### config.mk
export PLATFORM = sky130hd
export DESIGN_NAME = mem_access_ctrl
export DESIGN_NICKNAME = d
export VERILOG_FILES = /design/src/rtl/mem_access_ctrl.sv
export SDC_FILE = /design/constraint.sdc
export NUM_CORES = 1
export LEC_CHECK = 0
export CAP_MARGIN = 20
export CORE_MARGIN = 2
export CORE_UTILIZATION = 53
export DETAILED_ROUTE_END_ITERATION = 16
export HOLD_SLACK_MARGIN = 0.08
export PLACE_DENSITY = 0.82
export SYNTH_ARGS = -nofsm -noshare
export SYNTH_HDL_FRONTEND = slang
export SYNTH_SLANG_ARGS = --single-unit
### constraint.sdc
create_clock -name clk_i -period 2.8 [get_ports clk_i]
set_input_delay 0.28 -clock clk_i [delete_from_list [all_inputs] [get_ports clk_i]]
set_output_delay 0.28 -clock clk_i [all_outputs]
set_load 0.02 [all_outputs]
### src/rtl/mem_access_ctrl.sv
// mem_access_ctrl
//   Sequences core load/store requests onto a single-port 32-bit data memory
//   bus. Produces the word address, byte enables and lane-shifted write data,
//   splits misaligned accesses into two aligned beats (when SPLIT_EN=1), and
//   returns LSB-aligned load data with the load-extension select.
//
//   Parameters
//     SPLIT_EN  1: misaligned access runs as two beats; 0: misaligned -> err
//     TIMEOUT   cycles per beat to wait for mem_ack_i before aborting (>=1)
//
//   Ports
//     clk_i, rst_n_i            clock, asynchronous active-low reset
//     start_i, is_store_i       request strobe (taken only in IDLE), direction
//     funct3_i, addr_i, wdata_i RV32 width code, byte address, LSB-aligned data
//     busy_o, done_o, err_o     status; done_o/err_o are one-cycle pulses
//     rdata_align_o, ld_sel_o   load data at bit 0 and extension select
//     mem_req_o, mem_we_o       bus request / write strobe
//     mem_addr_o, mem_be_o      word address, byte enables
//     mem_wdata_o               lane-positioned write data
//     mem_ack_i, mem_rdata_i    beat accepted, read data (valid with ack)
//
//   state | meaning
//   IDLE  | waiting for start_i
//   BEAT0 | first (or only) bus beat; also a one-cycle hold for a rejected request
//   BEAT1 | second beat of a split misaligned access
//   RESP  | done_o pulse cycle, back to IDLE next
module mem_access_ctrl #(
  parameter bit          SPLIT_EN = 1'b1,
  parameter int unsigned TIMEOUT  = 255
) (
  input  logic        clk_i,
  input  logic        rst_n_i,
  input  logic        start_i,
  input  logic        is_store_i,
  input  logic [2:0]  funct3_i,
  input  logic [31:0] addr_i,
  input  logic [31:0] wdata_i,
  output logic        busy_o,
  output logic        done_o,
  output logic        err_o,
  output logic [31:0] rdata_align_o,
  output logic [2:0]  ld_sel_o,
  output logic        mem_req_o,
  output logic        mem_we_o,
  output logic [31:0] mem_addr_o,
  output logic [3:0]  mem_be_o,
  output logic [31:0] mem_wdata_o,
  input  logic        mem_ack_i,
  input  logic [31:0] mem_rdata_i
);

  localparam int unsigned CW = (TIMEOUT < 2) ? 1 : $clog2(TIMEOUT);
  localparam logic [CW-1:0] CNT_LOAD = CW'(TIMEOUT - 1);

  typedef enum logic [1:0] {IDLE, BEAT0, BEAT1, RESP} state_t;

  state_t        state_q;
  logic          is_store_q;
  logic [2:0]    funct3_q;
  logic [1:0]    off_q;
  logic [31:0]   wdata_q;
  logic [31:0]   d0_q;
  logic          err_pend_q;
  logic [CW-1:0] cnt_q;
  logic          busy_q, done_q, err_q, mem_req_q, mem_we_q;
  logic [31:0]   rdata_align_q, mem_addr_q, mem_wdata_q;
  logic [2:0]    ld_sel_q;
  logic [3:0]    mem_be_q;

  // Decode source: live inputs while IDLE (so beat 0 can be launched on the
  // accepting edge), latched request afterwards.
  logic [2:0]  f3_s;
  logic        st_s;
  logic [1:0]  off_s;
  logic [31:0] wd_s;
  logic [3:0]  m4_s;
  logic [7:0]  mask8_s;
  logic        misal_s;
  logic        illegal_s;
  logic [63:0] wsh_s;
  logic [63:0] rd64;
  logic [31:0] rdata_d;
  logic [2:0]  ld_sel_d;

  always_comb begin
    f3_s  = funct3_q;
    st_s  = is_store_q;
    off_s = off_q;
    wd_s  = wdata_q;
    if (state_q == IDLE) begin
      f3_s  = funct3_i;
      st_s  = is_store_i;
      off_s = addr_i[1:0];
      wd_s  = wdata_i;
    end

    case (f3_s[1:0])
      2'b00:   m4_s = 4'b0001;
      2'b01:   m4_s = 4'b0011;
      default: m4_s = 4'b1111;
    endcase
    mask8_s   = {4'b0000, m4_s} << off_s;
    misal_s   = |mask8_s[7:4];
    illegal_s = (f3_s == 3'b011) || (f3_s[2:1] == 2'b11) || (st_s && f3_s[2]);
    wsh_s     = {32'd0, wd_s} << {off_s, 3'b000};

    // Second-beat data sits above the first; single-beat loads see zeros above.
    rd64    = (state_q == BEAT1) ? {mem_rdata_i, d0_q} : {32'd0, mem_rdata_i};
    rdata_d = 32'(rd64 >> {off_q, 3'b000});

    case (funct3_q)
      3'b000:  ld_sel_d = 3'b001;
      3'b001:  ld_sel_d = 3'b010;
      3'b010:  ld_sel_d = 3'b011;
      3'b100:  ld_sel_d = 3'b100;
      3'b101:  ld_sel_d = 3'b101;
      default: ld_sel_d = 3'b000;
    endcase
  end

  always_ff @(posedge clk_i or negedge rst_n_i) begin
    if (!rst_n_i) begin
      state_q       <= IDLE;
      is_store_q    <= 1'b0;
      funct3_q      <= 3'b000;
      off_q         <= 2'b00;
      wdata_q       <= 32'd0;
      d0_q          <= 32'd0;
      err_pend_q    <= 1'b0;
      cnt_q         <= '0;
      busy_q        <= 1'b0;
      done_q        <= 1'b0;
      err_q         <= 1'b0;
      rdata_align_q <= 32'd0;
      ld_sel_q      <= 3'b000;
      mem_req_q     <= 1'b0;
      mem_we_q      <= 1'b0;
      mem_addr_q    <= 32'd0;
      mem_be_q      <= 4'b0000;
      mem_wdata_q   <= 32'd0;
    end else begin
      done_q <= 1'b0;
      err_q  <= 1'b0;
      case (state_q)
        IDLE: begin
          if (start_i) begin
            is_store_q <= is_store_i;
            funct3_q   <= funct3_i;
            off_q      <= addr_i[1:0];
            wdata_q    <= wdata_i;
            busy_q     <= 1'b1;
            state_q    <= BEAT0;
            if (illegal_s || (misal_s && !SPLIT_EN)) begin
              // Rejected request: sit in BEAT0 one cycle without a bus request.
              err_pend_q <= 1'b1;
            end else begin
              err_pend_q  <= 1'b0;
              mem_req_q   <= 1'b1;
              mem_we_q    <= is_store_i;
              mem_addr_q  <= {addr_i[31:2], 2'b00};
              mem_be_q    <= mask8_s[3:0];
              mem_wdata_q <= wsh_s[31:0];
              cnt_q       <= CNT_LOAD;
            end
          end
        end

        BEAT0, BEAT1: begin
          if (err_pend_q) begin
            err_pend_q <= 1'b0;
            state_q    <= RESP;
            done_q     <= 1'b1;
            err_q      <= 1'b1;
            busy_q     <= 1'b0;
            ld_sel_q   <= 3'b000;
          end else if (mem_ack_i) begin
            if ((state_q == BEAT0) && misal_s) begin
              // Keep req high straight into the second beat; address wraps mod 2^32.
              d0_q        <= mem_rdata_i;
              state_q     <= BEAT1;
              mem_addr_q  <= mem_addr_q + 32'd4;
              mem_be_q    <= mask8_s[7:4];
              mem_wdata_q <= wsh_s[63:32];
              cnt_q       <= CNT_LOAD;
            end else begin
              mem_req_q <= 1'b0;
              mem_we_q  <= 1'b0;
              state_q   <= RESP;
              done_q    <= 1'b1;
              busy_q    <= 1'b0;
              if (is_store_q) begin
                ld_sel_q <= 3'b000;
              end else begin
                rdata_align_q <= rdata_d;
                ld_sel_q      <= ld_sel_d;
              end
            end
          end else if (cnt_q == '0) begin
            mem_req_q <= 1'b0;
            mem_we_q  <= 1'b0;
            state_q   <= RESP;
            done_q    <= 1'b1;
            err_q     <= 1'b1;
            busy_q    <= 1'b0;
            ld_sel_q  <= 3'b000;
          end else begin
            cnt_q <= cnt_q - 1'b1;
          end
        end

        RESP: state_q <= IDLE;

        default: state_q <= IDLE;
      endcase
    end
  end

  assign busy_o        = busy_q;
  assign done_o        = done_q;
  assign err_o         = err_q;
  assign rdata_align_o = rdata_align_q;
  assign ld_sel_o      = ld_sel_q;
  assign mem_req_o     = mem_req_q;
  assign mem_we_o      = mem_we_q;
  assign mem_addr_o    = mem_addr_q;
  assign mem_be_o      = mem_be_q;
  assign mem_wdata_o   = mem_wdata_q;

endmodule
* Word level (Yosys, flattened, before mapping)
Index checks and enable logic that the tools add are counted.
** Word-level totals
- Flip-flop bits (word level) :: 189
- Output and inout port bits :: 108
** Cells by class
- Add/sub/neg operators :: 2
- Eq/ne operators :: 22
- Shift operators :: 3
- Multiplexer cells :: 67
- Bitwise operators :: 3
- Reductions and logical operators :: 22
** Operators by type and width (number)
- $mux W32 :: 11
- $pmux W32 S2 :: 2
- $mux W64 :: 1
- $shl A32 B5 Y64 :: 1
- $shr A64 B5 Y32 :: 1
- $mux W8 :: 6
- $add A32 B3 Y32 const B :: 1
- $mux W1 :: 22
- $mux W4 :: 5
- $mux W3 :: 6
- $reduce_and A6 Y1 :: 3
- $pmux W4 S2 :: 2
- $pmux W8 S2 :: 1
- $ne A3 B3 Y1 const B :: 5
- $pmux W3 S5 :: 1
- $mux W2 :: 5
- $ne A2 B2 Y1 const B :: 5
- $logic_not A8 Y1 :: 1
- $ne A4 B4 Y1 const B :: 2
- $pmux W1 S2 :: 4
- $reduce_and A4 Y1 :: 2
- $shl A4 B2 Y8 :: 1
- $sub A8 B1 Y8 const B :: 1
- $eq A2 B2 Y1 const B :: 3
- 17 further kinds :: 27

* Logic depth before layout (Yosys ltp)
Gate-level depths: netlist of run 1.
- Word-level depth :: 11
- Gate-level depth with buffers :: 11

* Worst setup path before layout of run 1
Ideal clock, no wire load.
- Path type :: reg2reg
- Start :: register state_q[0]
- End :: register mem_wdata_q[10] (netlist: mem_wdata_o[10])
- Setup time :: 0.119 ns
- Arrival :: 2.303 ns
- Slack :: 0.378 ns
- Cell stages (with the launch flop) :: 12
- Path buffers :: 3
- Cells stage by stage :: dfrtp_1 inv_1 ha_1 buf_4 a211oi_2 o31ai_4 a221o_1 nor3_2 buf_4 buf_4 o221ai_1 o21a_1
** On the way
- Cells in the longest elaborated chain, start to end :: 9
- Elaborated cells on any way between the ends :: 33
- Those cells by class :: eq/ne: 10; shift: 2; mux: 11; reduce/logical: 10
** Ends and longest elaborated chain
- from (decl) :: RTL line 57 : state_t state_q;
- from (signal assigned) :: RTL line 123 : state_q <= IDLE;
- from (signal assigned) :: RTL line 152 : state_q <= BEAT0;
- from (signal assigned) :: RTL line 171 : state_q <= RESP;
- $logic_not A2 Y1 :: RTL line 90, 144
- $mux W3 :: RTL line 90 : if (state_q == IDLE) begin
- $eq A2 B1 Y1 or $logic_not A2 Y1 (tied branches) :: RTL line 97 : case (f3_s[1:0])
- $pmux W4 S2 :: RTL line 97
- $shl A4 B2 Y8 :: RTL line 102 : mask8_s = {4'b0000, m4_s} << off_s;
- $reduce_or A4 Y1 :: RTL line 103 : misal_s = |mask8_s[7:4];
- $logic_and A1 B1 Y1 :: RTL line 177 : if ((state_q == BEAT0) && misal_s) begin
- $ne A2 B2 Y1 (no source line)
- $reduce_and A6 Y1 (no source line)
- to (signal assigned) :: RTL line 162 : mem_wdata_q <= wsh_s[31:0];
- to (signal assigned) :: RTL line 183 : mem_wdata_q <= wsh_s[63:32];
- to (decl) :: RTL line 66 : logic [31:0] rdata_align_q, mem_addr_q, mem_wdata_q;
Several ways; a longest one is shown, not always the timed one. The select of a mux whose other input is x is not followed.
A chain may end at the register's enable or synchronous reset.

* Final worst setup path of run 1
- Start :: register state_q[0]
- End :: register rdata_align_q[29] (netlist: rdata_align_o[29])
** On the way
- Cells in the longest elaborated chain, start to end :: 9
- Elaborated cells on any way between the ends :: 16
- Those cells by class :: eq/ne: 3; shift: 2; mux: 4; bitwise: 1; reduce/logical: 6
** Ends and longest elaborated chain
- $logic_not A2 Y1 :: RTL line 90
- $mux W3 :: RTL line 90
- $eq A2 B1 Y1 or $logic_not A2 Y1 (tied branches) :: RTL line 97
- $pmux W4 S2 :: RTL line 97
- $shl A4 B2 Y8 :: RTL line 102
- $reduce_or A4 Y1 :: RTL line 103
- $logic_and A1 B1 Y1 :: RTL line 177
- $not A1 Y1 (no source line)
- $reduce_and A5 Y1 (no source line)
- to (signal assigned) :: RTL line 194 : rdata_align_q <= rdata_d;
- to (decl) :: RTL line 66
Several ways; a longest one is shown, not always the timed one.

==> impl.org, run 1 <==
** Clock network
- The later pin in the worst-skew pair is clocked with a latency of 0.43 ns.
- CTS root buffer :: sky130_fd_sc_hd__clkbuf_16
- Number of buffers inserted during clock tree synthesis :: 17
- CTS H-tree lvls :: 4
- TritonCTS built the clock tree.
- Clk sink count :: 187
- Clk pin slew, worst setup/hold paths :: 0.07 ns
- No sink is reached through more buffers than the 2 on the longest clock path.

** Yosys
- The Yosys step of the flow raised 0 warnings.
- Fraction of synthesis flops using an asynchronous set or reset pin :: 1.00
- In this run, synthesis inferred 0 flip-flops with an integrated enable.
- In this run, synthesis produced a sequential element count of 187.
- Library cell occupying the most area in the post-synthesis netlist :: sky130_fd_sc_hd__dfrtp_1
- Avg Inst Size Synth :: 10.1 sq um
- Leading post-synthesis cells by cell area :: sky130_fd_sc_hd__dfrtp_1, sky130_fd_sc_hd__mux2_2, sky130_fd_sc_hd__mux2i_1
- Synth Cell Area :: 10800 sq um
- Of the post-synthesis cell area, the dominant cell type holds 0.434.
- Top FF cell, synth :: sky130_fd_sc_hd__dfrtp_1
- The share of the Yosys chip area taken by registers is 0.434.
- Synthesis instantiated 73 different standard cells from the library.
- The cell count after synthesis came out at 1064.

** Floorplan
- Number of rows created at floorplan :: 52
- Top Ports :: 212
- Die Ht :: 147 um
- The die covers 21500 sq um.
- Die Wd :: 147 um
- For this configuration, the core starts out at a cell density of 0.537.
- After floorplanning, the core was sized to cover 20100 sq um.

** Finish
- Summing all flip-flop and latch instances after layout gives 4680 sq um.
- Total Nets Final :: 1368
- The layout has 1426 filler cells.
- From synthesis to final layout, the design area changed by 29.6%.
- Leading cell types in the layout, fill and taps excluded :: sky130_fd_sc_hd__clkdlybuf4s50_1, sky130_fd_sc_hd__dfrtp_1, sky130_fd_sc_hd__nor2_1
- Most common library cell in the layout ignoring fill and taps :: sky130_fd_sc_hd__clkdlybuf4s50_1
- Final instance area :: 14000 sq um
- Area occupied by multi-input gates :: 5760 sq um
- At the end of the flow the core is filled with cells to 0.696.
- In the final layout, the share of cells above drive strength 1 is 0.184.

** Critical path
- Counting both buffers and inverters, the worst setup path holds a total of 2.
- Path type of the worst setup path :: flip-flop to flip-flop
- Along the worst path, the maximum fanout reaches 54.
- Grouping stages by cell kind, the critical path spends the most delay in compound AO/OA/AOI/OAI gates.
- STA classifies the critical path endpoint as a flip-flop.
- Crit start category :: flip-flop
- Delay of the slowest critical-path stage :: 0.45 ns
- Slowest cell on the critical path :: sky130_fd_sc_hd__mux2_2
- Walking the worst path, the cells encountered are inv_1 -> ha_4 -> mux2_2 -> nor2_1 -> o22ai_2 -> a21oi_4 -> buf_12 -> o221ai_1 -> o21a_1.
- Required time at the endpoint of the critical path :: 3.12 ns
- Arrival @ worst endpoint :: 2.94 ns

** GRT
- Largest net degree at the start of global routing :: 76
- The initial antenna violation count was 1.
- For this run, the total global-route usage over all layers was measured as 0.282.
- The number of global-route vias before repair came to 9239.
- Total overflow reported by the global router :: 0
- The first global-routing pass estimated 48600 um of wire.

** Route
- Routed metal-1 wirelength :: 12900 um
- Routed met2 length :: 14300 um
- Before antenna repair, the detailed router went through 6 iterations.
- In the detailed route, the total length drawn on met3 is 2080 um.
- Across all layers, the routed design uses 9545 vias.
- For this block, the routed nets add up to 30300 um of wire.
- Top sig layer :: met4
- Remaining antenna violation count :: 0
- Wire per inst :: 19.7 um
- Via density per instance :: 6.20
- The detailed router finished its first iteration with 934 violations.
- DRC :: 0

** Flow run
- Max-cap violation count :: 0

** Placement
- Once detailed placement completed, the half-perimeter wirelength came to 21600 um.
- PortBufs :: 209
- At the end of routability-driven placement, the weighted congestion stood at 0.904.
- Placement-stage cell area :: 13300 sq um

** STA
- Of the available clock period, the critical path in the final layout requires 0.933.
- For the pin with the worst max-slew slack, the measured transition is 0.766 ns.
- Achievable frequency :: 383 MHz
- Number of hold violations in the final report :: 0
- The tightest hold path in the finished design has a slack of 0.413 ns.
- Final worst path period need :: 2.61 ns
- Across the routed clock network, the largest skew measured is 0.0122 ns.
- Setup violations remaining at the end of the flow were counted as 0.
- Max transition margin :: 0.487
- In the final timing run, aggregate negative setup slack is 0 ns.
- The final-report max-slew violation count is 0.
- Setup repair after global routing left no endpoint under its margin.

** Power
- The analysis attributes to cell leakage a power of 5.64 nW.
- In this run the power density over the cells is 1410 nW/um^2.
- IR analysis of the VDD net gives a maximum drop of 0.808 mV.

** Min path
- The tightest min-delay check is of the input pin to async pin type.

** Outcome
- Outcome :: finished, final reports clean
[final cells by class]
class                           instances  share of cell area
Antenna cell                            1            0.000179
Timing Repair Buffer                  255               0.180
Clock buffer                           18              0.0314
Multi-Input combinational cell        782               0.412
Sequential cell                       187               0.335
Tap cell                              270              0.0242
Clock inverter                         14              0.0148
Inverter                               12             0.00322
[synthesized netlist by cell type (22+ instances only)]
| master | number |
|---|---|
| sky130_fd_sc_hd__a211oi_1 | 22 |
| sky130_fd_sc_hd__a21oi_1 | 64 |
| sky130_fd_sc_hd__a22oi_1 | 25 |
| sky130_fd_sc_hd__buf_2 | 26 |
| sky130_fd_sc_hd__clkbuf_1 | 42 |
| sky130_fd_sc_hd__dfrtp_1 | 187 |
| sky130_fd_sc_hd__mux2_2 | 106 |
| sky130_fd_sc_hd__mux2i_1 | 60 |
| sky130_fd_sc_hd__nand2_1 | 67 |
| sky130_fd_sc_hd__nand3_1 | 27 |
| sky130_fd_sc_hd__nor2_1 | 108 |
| sky130_fd_sc_hd__o21a_1 | 27 |
| sky130_fd_sc_hd__o21ai_0 | 26 |
[path summary, 6_finish.rpt]
kind | startpoint | endpoint | slack (ns) | depth (start not counted)
min in group clk_i | addr_i[7] | mem_addr_o[7] | 0.43 | 3
worst max register to register | state_q[0] | rdata_align_o[29] | 0.19 | 9
worst min register to register | mem_wdata_o[17] | mem_wdata_o[17] | 0.49 | 1
max in group asynchronous | rst_n_i | mem_wdata_o[1] | 1.59 | 3
worst max-delay path | state_q[0] | rdata_align_o[29] | 0.19 | 9
worst min-delay path | rst_n_i | cnt_q[4] | 0.41 | 2
[worst reg2reg max path: stages, from the launching register on]
cell                       delay, ns
sky130_fd_sc_hd__dfrtp_1        0.43
sky130_fd_sc_hd__inv_1          0.21
sky130_fd_sc_hd__ha_4           0.26
sky130_fd_sc_hd__mux2_2         0.45
sky130_fd_sc_hd__nor2_1         0.16
sky130_fd_sc_hd__o22ai_2        0.17
sky130_fd_sc_hd__a21oi_4        0.28
sky130_fd_sc_hd__buf_12         0.27
sky130_fd_sc_hd__o221ai_1       0.17
sky130_fd_sc_hd__o21a_1         0.13
[metal layers]
layer / GRT usage / up-vias
li1: - / 4378
met2: 0.454 / 456
met5: 0 / -
met3: 0.0441 / 85
met4: 0.105 / 0
met1: 0.387 / 4626
[stage by stage]
step           total power, W  setup slack, ns  std cells
3_3_place_gp           0.0166            0.194       1505
5_1_grt                0.0210          0.00779       1539
3_5_place_dp           0.0169            0.154       1505
2_1_floorplan          0.0128            0.378       1065
6_report               0.0198            0.189       1539
4_1_cts                0.0196            0.160       1538
[cell families (layout without fill, tap and decap cells)]
group | count (synthesis) | after routing | synth area share
other | 1 | 3 | 0.000347
buffers and inverters | 96 | 299 | 0.0388
muxes | 176 | 176 | 0.185
DFF | 187 | 187 | 0.434
xor gates and xnor gates | 1 | 1 | 0.000812
and+or+nand+nor | 304 | 304 | 0.138
AOI/OAI and AO/OA | 290 | 290 | 0.193
adders and majority gates | 9 | 9 | 0.0104
[state kept, by name, indices dropped and copies added, names as in the netlist]
signal and cells:
mem_we_o 1, d0_q 32, wdata_q 32, rdata_align_o 32, funct3_q 3, cnt_q 8, mem_wdata_o 32, done_o 1
err_o 1, is_store_q 1, mem_be_o 4, err_pend_q 1, off_q 2, ld_sel_o 3, mem_req_o 1, state_q 2
mem_addr_o 30, busy_o 1
[what timing repair did]
action                     4_1_cts  5_1_grt
hold endpoints to repair        71        0
setup endpoints to repair        0        6
buffers inserted                 0        0
resized for setup                0        3
hold buffers                     1        0
[power breakdown]
group	total [W]	leakage [nW]	internal (W)	switching, W
sequential	0.00511	2.23	0.00404	0.00106
clock	0.00265	0.310	0.00154	0.00111
combinational	0.0120	3.09	0.00533	0.00671
(Power assumes the default switching activity.)
==> run 2: changes to the inputs <==
Settings changed: CORE_MARGIN 2 to unset, HOLD_SLACK_MARGIN 0.08 to unset.
==> run 2 against run 1 <==
First-iteration DRC count decreased by 13%. Utilization increased by 0.88 points. Die area decreased by 2.7%.
==> impl.org, run 2 (synthesized netlist as in run 1, its figures left out) <==
** STA
- The slew at the pin with the worst max-slew slack is 0.757 ns (was 0.766 ns).
- Worst clock skew :: 0.00954 ns (was 0.0122 ns)
- The total of endpoints with negative setup slack in the final report came to 0 (unchanged).
- The final hold violation count was 0 (unchanged).
- The share of the cycle needed by the critical path after routing is 0.941 (was 0.933).
- The smallest setup slack after layout was 0.167 ns (was 0.189 ns).
- The highest clock frequency the design can meet was 380 MHz (was 383 MHz).
- Max transition margin :: 0.493 (was 0.487)
- Final worst path period need :: 2.63 ns (was 2.61 ns)
- Total count of max-transition violations in the final report :: 0 (unchanged)

** GRT
- The number of global-route vias before repair came to 8891 (was 9239).
- The overall track demand over capacity in global routing came to 0.297 (was 0.282).
- Wire length of the first global-routing pass :: 47600 um (was 48600 um)
- The initial antenna violation count is 2 (was 1).
- The maximum number of pins on one net before global-route repair came to 75 (was 76).
- Total overflow reported by the global router :: 0 (unchanged)

** Critical path
- Critical path endpoint category :: flip-flop (unchanged)
- The cell class contributing the biggest share of worst-path delay was simple AND/OR/NAND/NOR gates (was compound AO/OA/AOI/OAI gates).
- Slowest cell on the critical path :: sky130_fd_sc_hd__dfrtp_1 (was sky130_fd_sc_hd__mux2_2)
- Path type of the worst setup path :: flip-flop to flip-flop (unchanged)
- Among the stages of the critical path, the cell type that occurs most often is sky130_fd_sc_hd__buf_12.
- Worst-path fanout max :: 36 (was 54)
- Crit start category :: flip-flop (unchanged)
- The required time of the critical path was 3.14 ns (was 3.12 ns).
- CP cell instances :: inv_1 -> ha_2 -> nor2b_1 -> or2_0 -> a221o_1 -> nor3_4 -> buf_12 -> buf_12 -> o221ai_1 -> o21a_1 (was inv_1 -> ha_4 -> mux2_2 -> nor2_1 -> o22ai_2 -> a21oi_4 -> buf_12 -> o221ai_1 -> o21a_1)
- Delay of the slowest critical-path stage :: 0.41 ns (was 0.45 ns)
- Arrival @ worst endpoint :: 2.97 ns (was 2.94 ns)
- Count of buffer and inverter cells on the critical path :: 3 (was 2)

** Clock network
- The total number of clock tree sinks came to 187 (unchanged).
- The number of H-tree levels came to 4 (unchanged).
- The clock network latency to the later pin of the worst-skew pair is 0.44 ns (was 0.43 ns).
- The clock-pin transition on the worst setup and hold timing paths came to 0.08 ns (was 0.07 ns).
- TritonCTS clock tree :: done (unchanged)
- CTS root buffer :: sky130_fd_sc_hd__clkbuf_16 (unchanged)
- The deepest clock path buffer count is 2 (unchanged).
- Number of buffers inserted during clock tree synthesis :: 17 (unchanged)

** Flow run
- Max-cap violation count :: 0 (unchanged)

** Floorplan
- Core area :: 19700 sq um (was 20100 sq um)
- Overall die area :: 20900 sq um (was 21500 sq um)
- Initial standard-cell utilization of the core :: 0.547 (was 0.537)
- Top Ports :: 212 (unchanged)
- Number of rows created at floorplan :: 51 (was 52)
- The overall die width was 145 um (was 147 um).
- Die Ht :: 145 um (was 147 um)

** Route
- Final WL :: 30400 um (was 30300 um)
- The remaining routing DRC violations is 0 (unchanged).
- DR pass1 iterations :: 5 (was 6)
- Via density per instance :: 6.23 (was 6.20)
- Number of DRC violations after detailed-routing iteration 0 :: 816 (was 934)
- The number of vias in the routed layout came to 9531 (was 9545).
- Wire per inst :: 19.9 um (was 19.7 um)
- The number of nets with antenna violations after detailed routing is 0 (unchanged).

** Placement
- Placed wire-length estimate :: 21400 um (was 21600 um)
- The routability congestion estimate came to 0.926 (was 0.904).
- The worst slack at placement was 0.0972 ns (was 0.154 ns).
- PortBufs :: 209 (unchanged)

** Outcome
- Outcome: finished, final reports clean (unchanged).

** Power
- Power density cells :: 1400 nW/um^2 (was 1410 nW/um^2)
- Leakage power of the design :: 5.60 nW (was 5.64 nW)
- VDD IR max :: 0.896 mV (was 0.808 mV)
- The overall power consumption is 0.0194 W (was 0.0198 W).

** Finish
- Most common library cell in the layout ignoring fill and taps :: sky130_fd_sc_hd__clkdlybuf4s50_1 (unchanged)
- Total Nets Final :: 1365 (was 1368)
- Leading cell types in the layout, fill and taps excluded: sky130_fd_sc_hd__clkdlybuf4s50_1, sky130_fd_sc_hd__dfrtp_1, sky130_fd_sc_hd__nor2_1 (unchanged).
- The share of layout cells above drive strength 1 is 0.183 (was 0.184).
- The area growth from synthesis to layout came to 28.7% (was 29.6%).

** Min path
- The class of the most critical hold timing path is input pin to async pin (unchanged).
==> run 2: worst paths after layout <==
path	startpoint	to	slack [ns]	depth (start not counted)
worst min register to register	mem_be_o[2]	mem_be_o[2]	0.48	2
worst max-delay path	state_q[1]	mem_wdata_o[12]	0.17	10
max in group asynchronous	rst_n_i	mem_wdata_o[8]	1.45	3
worst max register to register	state_q[1]	mem_wdata_o[12]	0.17	10
min in group clk_i	addr_i[12]	mem_addr_o[12]	0.44	3
worst min-delay path	rst_n_i	rdata_align_o[3]	0.44	2
==> run 2: layout make-up <==
type                       instances  area, sq um
antenna                            1         2.50
tap                              265          332
clock buffer                      18          439
multi-input combinational        782         5750
sequential                       187         4680
fill                            1377         5830
inverter                          12         45.0
clock inverter                    14          125
timing repair buffer             252         2520
==> run 2: where the power goes <==
| part | internal (W) | leakage (nW) | switching (W) | total, W |
|---|---|---|---|---|
| clock network | 0.00120 | 0.276 | 0.00116 | 0.00236 |
| registers | 0.00404 | 2.23 | 0.00104 | 0.00509 |
| logic | 0.00531 | 3.08 | 0.00667 | 0.0120 |
==> run 2: what timing repair did <==
item	in CTS	in global routing
gates resized for setup	0	3
endpoints found under the setup margin	0	31
setup buffers	0	3
endpoints found under the hold margin	70	0
hold buffers	1	0
==> run 2: per-layer routing <==
| layer | track usage | routed length [um] | up-vias |
|---|---|---|---|
| met3 | 0.0533 | 1970 | 78 |
| met5 | 0 | 32 | - |
| li1 | - | - | 4382 |
| met2 | 0.469 | 14800 | 409 |
| met4 | 0.122 | 944 | 4 |
| met1 | 0.404 | 12600 | 4658 |
==> run 2: through the flow <==
step / setup TNS [ns] / area (sq um) / hold WS [ns] / util / instances
after CTS: 0 / 13800 / 0.426 / 0.702 / 1527
after floorplan: 0 / 10800 / -0.0156 / - / 1065
after global routing: -0.0505 / 13900 / 0.444 / 0.704 / 1530
after global placement: 0 / 13300 / 0.355 / 0.673 / 1494
after detailed placement: 0 / 13300 / 0.360 / 0.673 / 1494
final: 0 / 13900 / 0.436 / 0.705 / 1531
==> run 3: changes to the inputs <==
Settings changed: GPL_ROUTABILITY_DRIVEN set to 0.
==> run 3 against run 2 <==
Register-to-register slack hardly changed. Count of clock-buffer cells in the layout is 1 lower. Combinational power about the same. Die area did not move. Total power about the same. Clock power barely moved. Cell count shrank 0.26%.
==> impl.org, run 3 (synthesized netlist as in run 1, its figures left out) <==
** Critical path
- The register-to-register path setup slack came to 0.17 ns (about the same).
- Crit start category :: flip-flop (unchanged)
- The number of cells on the worst reg-to-reg path was 10 (unchanged).
- Worst-path fanout max :: 34 (was 36)
- The arrival time of data at the critical path endpoint was 3.00 ns (was 2.97 ns).
- Path type of the worst setup path :: flip-flop to flip-flop (unchanged)
- Critical path endpoint category :: flip-flop (unchanged)
- Required time at the endpoint of the critical path :: 3.18 ns (was 3.14 ns)

** GRT
- Largest net degree at the start of global routing :: 69 (was 75)
- The aggregate global routing overflow came to 0 (unchanged).
- The overall track demand over capacity in global routing was 0.296 (was 0.297).
- Via count of the first global-routing pass :: 8877 (was 8891)
- The initial antenna violation count is 2 (unchanged).
- Wire length of the first global-routing pass :: 47400 um (was 47600 um)

** Clock network
- The total number of clock tree sinks came to 187 (unchanged).
- Number of buffers between clock root and the deepest sink :: 2 (unchanged)
- CTS H-tree lvls :: 4 (unchanged)
- The number of clock buffers inserted by TritonCTS came to 17 (unchanged).
- Insertion delay of the later-clocked pin in the worst-skew pair :: 0.44 ns (about the same)
- Clk pin slew, worst setup/hold paths :: 0.08 ns (about the same)
- CTS root buffer :: sky130_fd_sc_hd__clkbuf_16 (unchanged)
- TritonCTS clock tree :: done (unchanged)

** Route
- The number of vias in the routed layout is 9583 (was 9531).
- Number of DRC violations after detailed-routing iteration 0 :: 881 (was 816)
- The routed length on met3 is 2180 um (was 1970 um).
- Remaining antenna violation count :: 0 (unchanged)
- Final WL :: 30600 um (was 30400 um)
- Routed metal-1 wirelength :: 12500 um (was 12600 um)
- The total met2 wirelength after detailed routing was 15000 um (was 14800 um).
- The average detailed-routed wire length per instance is 20.0 um (was 19.9 um).
- DR pass1 iterations :: 5 (unchanged)
- Via density per instance :: 6.28 (was 6.23)
- The highest routed metal layer is met5 (unchanged).
- The remaining routing DRC violations is 0 (unchanged).

** Finish
- Area Overhead vs Synth :: 28.7% (unchanged)
- The share of layout cells above drive strength 1 came to 0.181 (was 0.183).
- The core utilization of the finished layout was 0.705 (unchanged).
- The commonest non-fill, non-tap cell in the layout is sky130_fd_sc_hd__clkdlybuf4s50_1 (unchanged).
- Leading cell types in the layout, fill and taps excluded :: sky130_fd_sc_hd__clkdlybuf4s50_1, sky130_fd_sc_hd__dfrtp_1, sky130_fd_sc_hd__nor2_1 (unchanged)
- Total Nets Final :: 1361 (was 1365)

** Floorplan
- The full die area came to 20900 sq um (unchanged).
- Die Wd :: 145 um (unchanged)
- The core footprint came to 19700 sq um (unchanged).
- Die Ht :: 145 um (unchanged)
- Initial standard-cell utilization of the core :: 0.547 (unchanged)
- Number of rows created at floorplan :: 51 (unchanged)
- Top Ports :: 212 (unchanged)

** STA
- Worst Hold Slack :: 0.393 ns (was 0.436 ns)
- Worst clock skew :: 0.0132 ns (was 0.00954 ns)
- Worst path setup slack after routing :: 0.174 ns (was 0.167 ns)
- The total negative setup slack is 0 ns (unchanged).
- The highest clock frequency the design can meet was 381 MHz (was 380 MHz).
- Final worst path period need :: 2.63 ns (about the same)
- Slew at the pin with the worst max-slew slack :: 0.827 ns (was 0.757 ns)
- The worst slew margin relative to its limit is 0.446 (was 0.493).
- Final setup violating endpoints :: 0 (unchanged)
- The final hold violation count came to 0 (unchanged).
- The share of the cycle needed by the critical path after routing is 0.938 (was 0.941).
- Total count of max-transition violations in the final report :: 0 (unchanged)

** Power
- The static leakage was 5.59 nW (was 5.60 nW).
- Design Power :: 0.0194 W (about the same)
- The worst IR drop on VDD was 0.717 mV (was 0.896 mV).
- Power density cells :: 1400 nW/um^2 (about the same)

** Outcome
- Outcome: finished, final reports clean (unchanged).

** Min path
- The class of the most critical hold timing path is input pin to async pin (unchanged).

** Placement
- Placed wire-length estimate :: 21800 um (was 21400 um)
- Post-place setup slack :: 0.0757 ns (was 0.0972 ns)
- PortBufs :: 209 (unchanged)

** Flow run
- Max-cap violation count :: 0 (unchanged)
-- run 3: worst paths after layout --
kind / endpoint / start
max: mem_addr_o[19] / state_q[0]
min: rdata_align_o[1] / rst_n_i
max reg2reg: mem_addr_o[19] / state_q[0]
min reg2reg: mem_be_o[2] / mem_be_o[2]
max in group asynchronous: rdata_align_o[12] / rst_n_i
min in group clk_i: mem_addr_o[20] / addr_i[20]
-- run 3: critical path, stage by stage, from the launching register on --
cell and delay [ns]:
sky130_fd_sc_hd__dfrtp_1 0.43, sky130_fd_sc_hd__inv_1 0.21, sky130_fd_sc_hd__ha_4 0.26, sky130_fd_sc_hd__a21boi_2 0.23, sky130_fd_sc_hd__o31ai_4 0.13, sky130_fd_sc_hd__a221o_1 0.38
sky130_fd_sc_hd__nor3_4 0.27, sky130_fd_sc_hd__buf_4 0.18, sky130_fd_sc_hd__buf_6 0.26, sky130_fd_sc_hd__nand3_1 0.11, sky130_fd_sc_hd__nand4_1 0.11
-- run 3: per-stage QoR --
step | instances | cell area (sq um)
finish | 1527 | 13900
global route | 1526 | 13900
CTS | 1524 | 13800
detailed placement | 1491 | 13200
global placement | 1491 | 13200
floorplan | 1065 | 10800
-- run 3: area by class of cell --
cell class	count	area, sq um
repair buffers	248	2490
inverters	12	45.0
multi-input cells	782	5760
clock inverters	15	153
fillers	1400	5830
clock buffers	17	425
flip-flops and latches	187	4680
diodes	1	2.50
well taps	265	332
-- run 3: metal layers --
| metal | up-vias | global-route usage |
|---|---|---|
| met3 | 76 | 0.0559 |
| met4 | 2 | 0.110 |
| met1 | 4703 | 0.391 |
| met2 | 434 | 0.484 |
| li1 | 4368 | - |
| met5 | - | 0 |
-- run 3: report_power, final --
group          internal (W)  switching [W]  leakage (nW)  total (W)
clock network       0.00119        0.00118         0.280    0.00237
registers           0.00404        0.00109          2.23    0.00514
logic               0.00524        0.00669          3.07     0.0119
total                0.0105        0.00897          5.59     0.0194
-- run 3: timing repair --
action / 4_1_cts / 5_1_grt
endpoints found under the setup margin: 0 / 38
endpoints found under the hold margin: 56 / 0
resized for setup: 0 / 8
hold buffers: 1 / 0
buffers inserted: 0 / 1
==> patch: new RTL, flow settings as in run 3 <==
Change the parameter `SPLIT_EN` from 1'b1 to 1'b0.
--- a/src/rtl/mem_access_ctrl.sv
+++ b/src/rtl/mem_access_ctrl.sv
@@ -25,7 +25,7 @@
 //   BEAT1 | second beat of a split misaligned access
 //   RESP  | done_o pulse cycle, back to IDLE next
 module mem_access_ctrl #(
-  parameter bit          SPLIT_EN = 1'b1,
+  parameter bit          SPLIT_EN = 1'b0,
   parameter int unsigned TIMEOUT  = 255
 ) (
   input  logic        clk_i,
Behaviour: not the same (a bounded check fails within 4 cycles, from zero or initial values and one cycle with rst_n_i low).
==> patch against run 3 <==
  * Sequential cell count unchanged
  * Wire length up 1.7%
  * Count of clock-buffer cells in the layout up 2
  * Combinational power down 13%
  * Hold slack better by 41 ps
  * Setup slack worse by 12 ps
  * Non-clock buffer count up 6
  * Area after synthesis down 0.70%
  * Sequential share of layout area about the same
  * Total power down 9.3%
  * Final area about the same
==> patch: results (changes against run 3) <==
Outcome: complete, no violations (unchanged)
Most area-consuming cells after synthesis: dfrtp_1 44%, mux2_2 11%, mux2i_1 6.1% (was dfrtp_1 43%, mux2_2 11%, mux2i_1 5.6%)
Reg-to-reg setup timing slack: 160 ps
Initial DRC Count: 629 (was 881)
Reg-to-Reg Start: state_q[0] (unchanged)
Max Clock Skew: 8.603 ps (was 13.20 ps)
Slowest cell on the critical path: dfrtp_1 (unchanged)
Pin slew with the least headroom to its limit: 873.0 ps (was 827.5 ps)
First-pass detailed-route iteration total: 6 (was 5)
Met3 track utilization from global routing: 6.093% (was 5.594%)
Num CTS Buffers: 17 (unchanged)
Data arrival time of the worst path: 2970 ps (was 3000 ps)
Peak ir drop on the vdd network: 0.0006837 V (was 0.0007169 V)
Wire length per cell after detailed routing: 20.28 um (was 20.05 um)
Vias in the first global route: 9276 (was 8877)
Fraction of layout instances using a drive strength above 1: 16.88% (was 18.08%)
First-pass GRT wire length: 47800 um (was 47400 um)
Family with the most delay on the worst path: compound AO/OA/AOI/OAI gates (unchanged)
Ranking of synthesized cells by instance count: 187 x dfrtp_1, 109 x nor2_1, 104 x mux2_2, 74 x a21oi_1, 69 x nand2_1 (was 187 x dfrtp_1, 108 x nor2_1, 106 x mux2_2, 67 x nand2_1, 64 x a21oi_1)
CP endpoint: mem_addr_o[10] (was mem_addr_o[19])
Placed cells: 1499 (was 1491)
GR Util All Layers: 30.03% (was 29.59%)
Dominant synthesized flop cell: dfrtp_1 (unchanged)
IO Port Bufs: 209 (unchanged)
Mean instance size in the synthesized netlist: 10.07 um^2 (was 10.14 um^2)
Sequential cell area fraction in the yosys report: 43.66% (was 43.36%)
Clock transition time at the flip-flop clock pins of the worst setup and hold paths: 70 ps
Worst path max stage delay: 360 ps (was 430 ps)
Total cell area at the placement stage: 13230 um^2 (was 13240 um^2)
Nets@finish: 1369 (was 1361)
Amount of wire on met3 after detailed routing: 2320 um (was 2182 um)
Leakage dissipation: 0.005584 uW (was 0.005585 uW)
Minimum setup slack after placement: -42.03 ps (was 75.65 ps)
DRC: 0 (unchanged)
Routed wire length on met2: 15090 um (was 15030 um)
Cell chosen for the clock root: clkbuf_16 (unchanged)
HP Class: input port to flop (was input port to async pin)
Maximum number of pins on one net before global-route repair: 75 (was 69)
Routed Wire Length: 31130 um (was 30610 um)
Sum of net half-perimeters after detailed placement: 21210 um (was 21770 um)
Classification of the worst setup path: flop to flop (unchanged)
WL met1: 12800 um (was 12500 um)
Average vias per placed instance: 6.211 (was 6.276)
H-tree depth reported by CTS: 4 (unchanged)
Routing usage on met2: 48.74% (was 48.36%)
Highest layer used for signal routing: met4 (was met5)
Crit-path max FO: 14 (was 34)
Period minus WS final: 2637 ps (was 2626 ps)
Initial antenna violation count: 1 (was 2)
Met1 layer usage reported by global route: 39.52% (was 39.07%)
-- patch: cell count changes in the layout (fill, tap and decap cells not counted), moves of 8 or more --
cell / change
a221oi_1: +8
o21ai_0: +21
o31ai_1: +12
a22o_1: -9
o21a_1: -9
nand4_1: -8
a21oi_1: +10
-- patch: worst min-delay path by stage --
stage | from | to | slack [ps]
2_1_floorplan | rst_n_i | busy_o | -20
3_3_place_gp | rst_n_i | rdata_align_o[29] | 350
3_5_place_dp | rst_n_i | err_o | 370
5_1_grt | addr_i[31] | mem_addr_o[31] | 430
4_1_cts | addr_i[14] | mem_addr_o[14] | 430
6_report | addr_i[21] | mem_addr_o[21] | 430
-- patch: where the power goes --
part           internal, uW  switching, uW
logic                  4550           5730
clock network          1320           1110
registers              3950            976
-- patch: cell type report --
| cell class | instances | area, um^2 |
|---|---|---|
| Antenna cell | 2 | 5.005 |
| Clock buffer | 19 | 432.9 |
| Clock inverter | 12 | 142.6 |
| Fill cell | 1482 | 5754 |
| Inverter | 13 | 48.80 |
| Multi-Input combinational cell | 783 | 5722 |
| Sequential cell | 187 | 4681 |
| Tap cell | 265 | 331.6 |
| Timing Repair Buffer | 254 | 2536 |
-- patch: cells by family (layout without fill, tap and decap cells) --
family / Yosys count / count (layout) / synth area share [%]
XOR/XNOR: 1 / 1 / 0.08173
flip-flops: 187 / 187 / 43.66
adder cells (fa/ha/maj): 9 / 9 / 1.051
other: 1 / 4 / 0.03499
buffers and inverters: 95 / 298 / 3.782
multiplexers: 179 / 179 / 19.03
AND/OR/NAND/NOR: 278 / 278 / 12.04
AO/OA/AOI/OAI: 314 / 314 / 20.32
-- patch: timing repair --
item,CTS,global route
endpoints found under the setup margin,7,69
hold buffers,1,0
gates cloned,0,1
buffers inserted,0,1
endpoints found under the hold margin,72,0
pin swaps,0,1
resized for setup,2,9
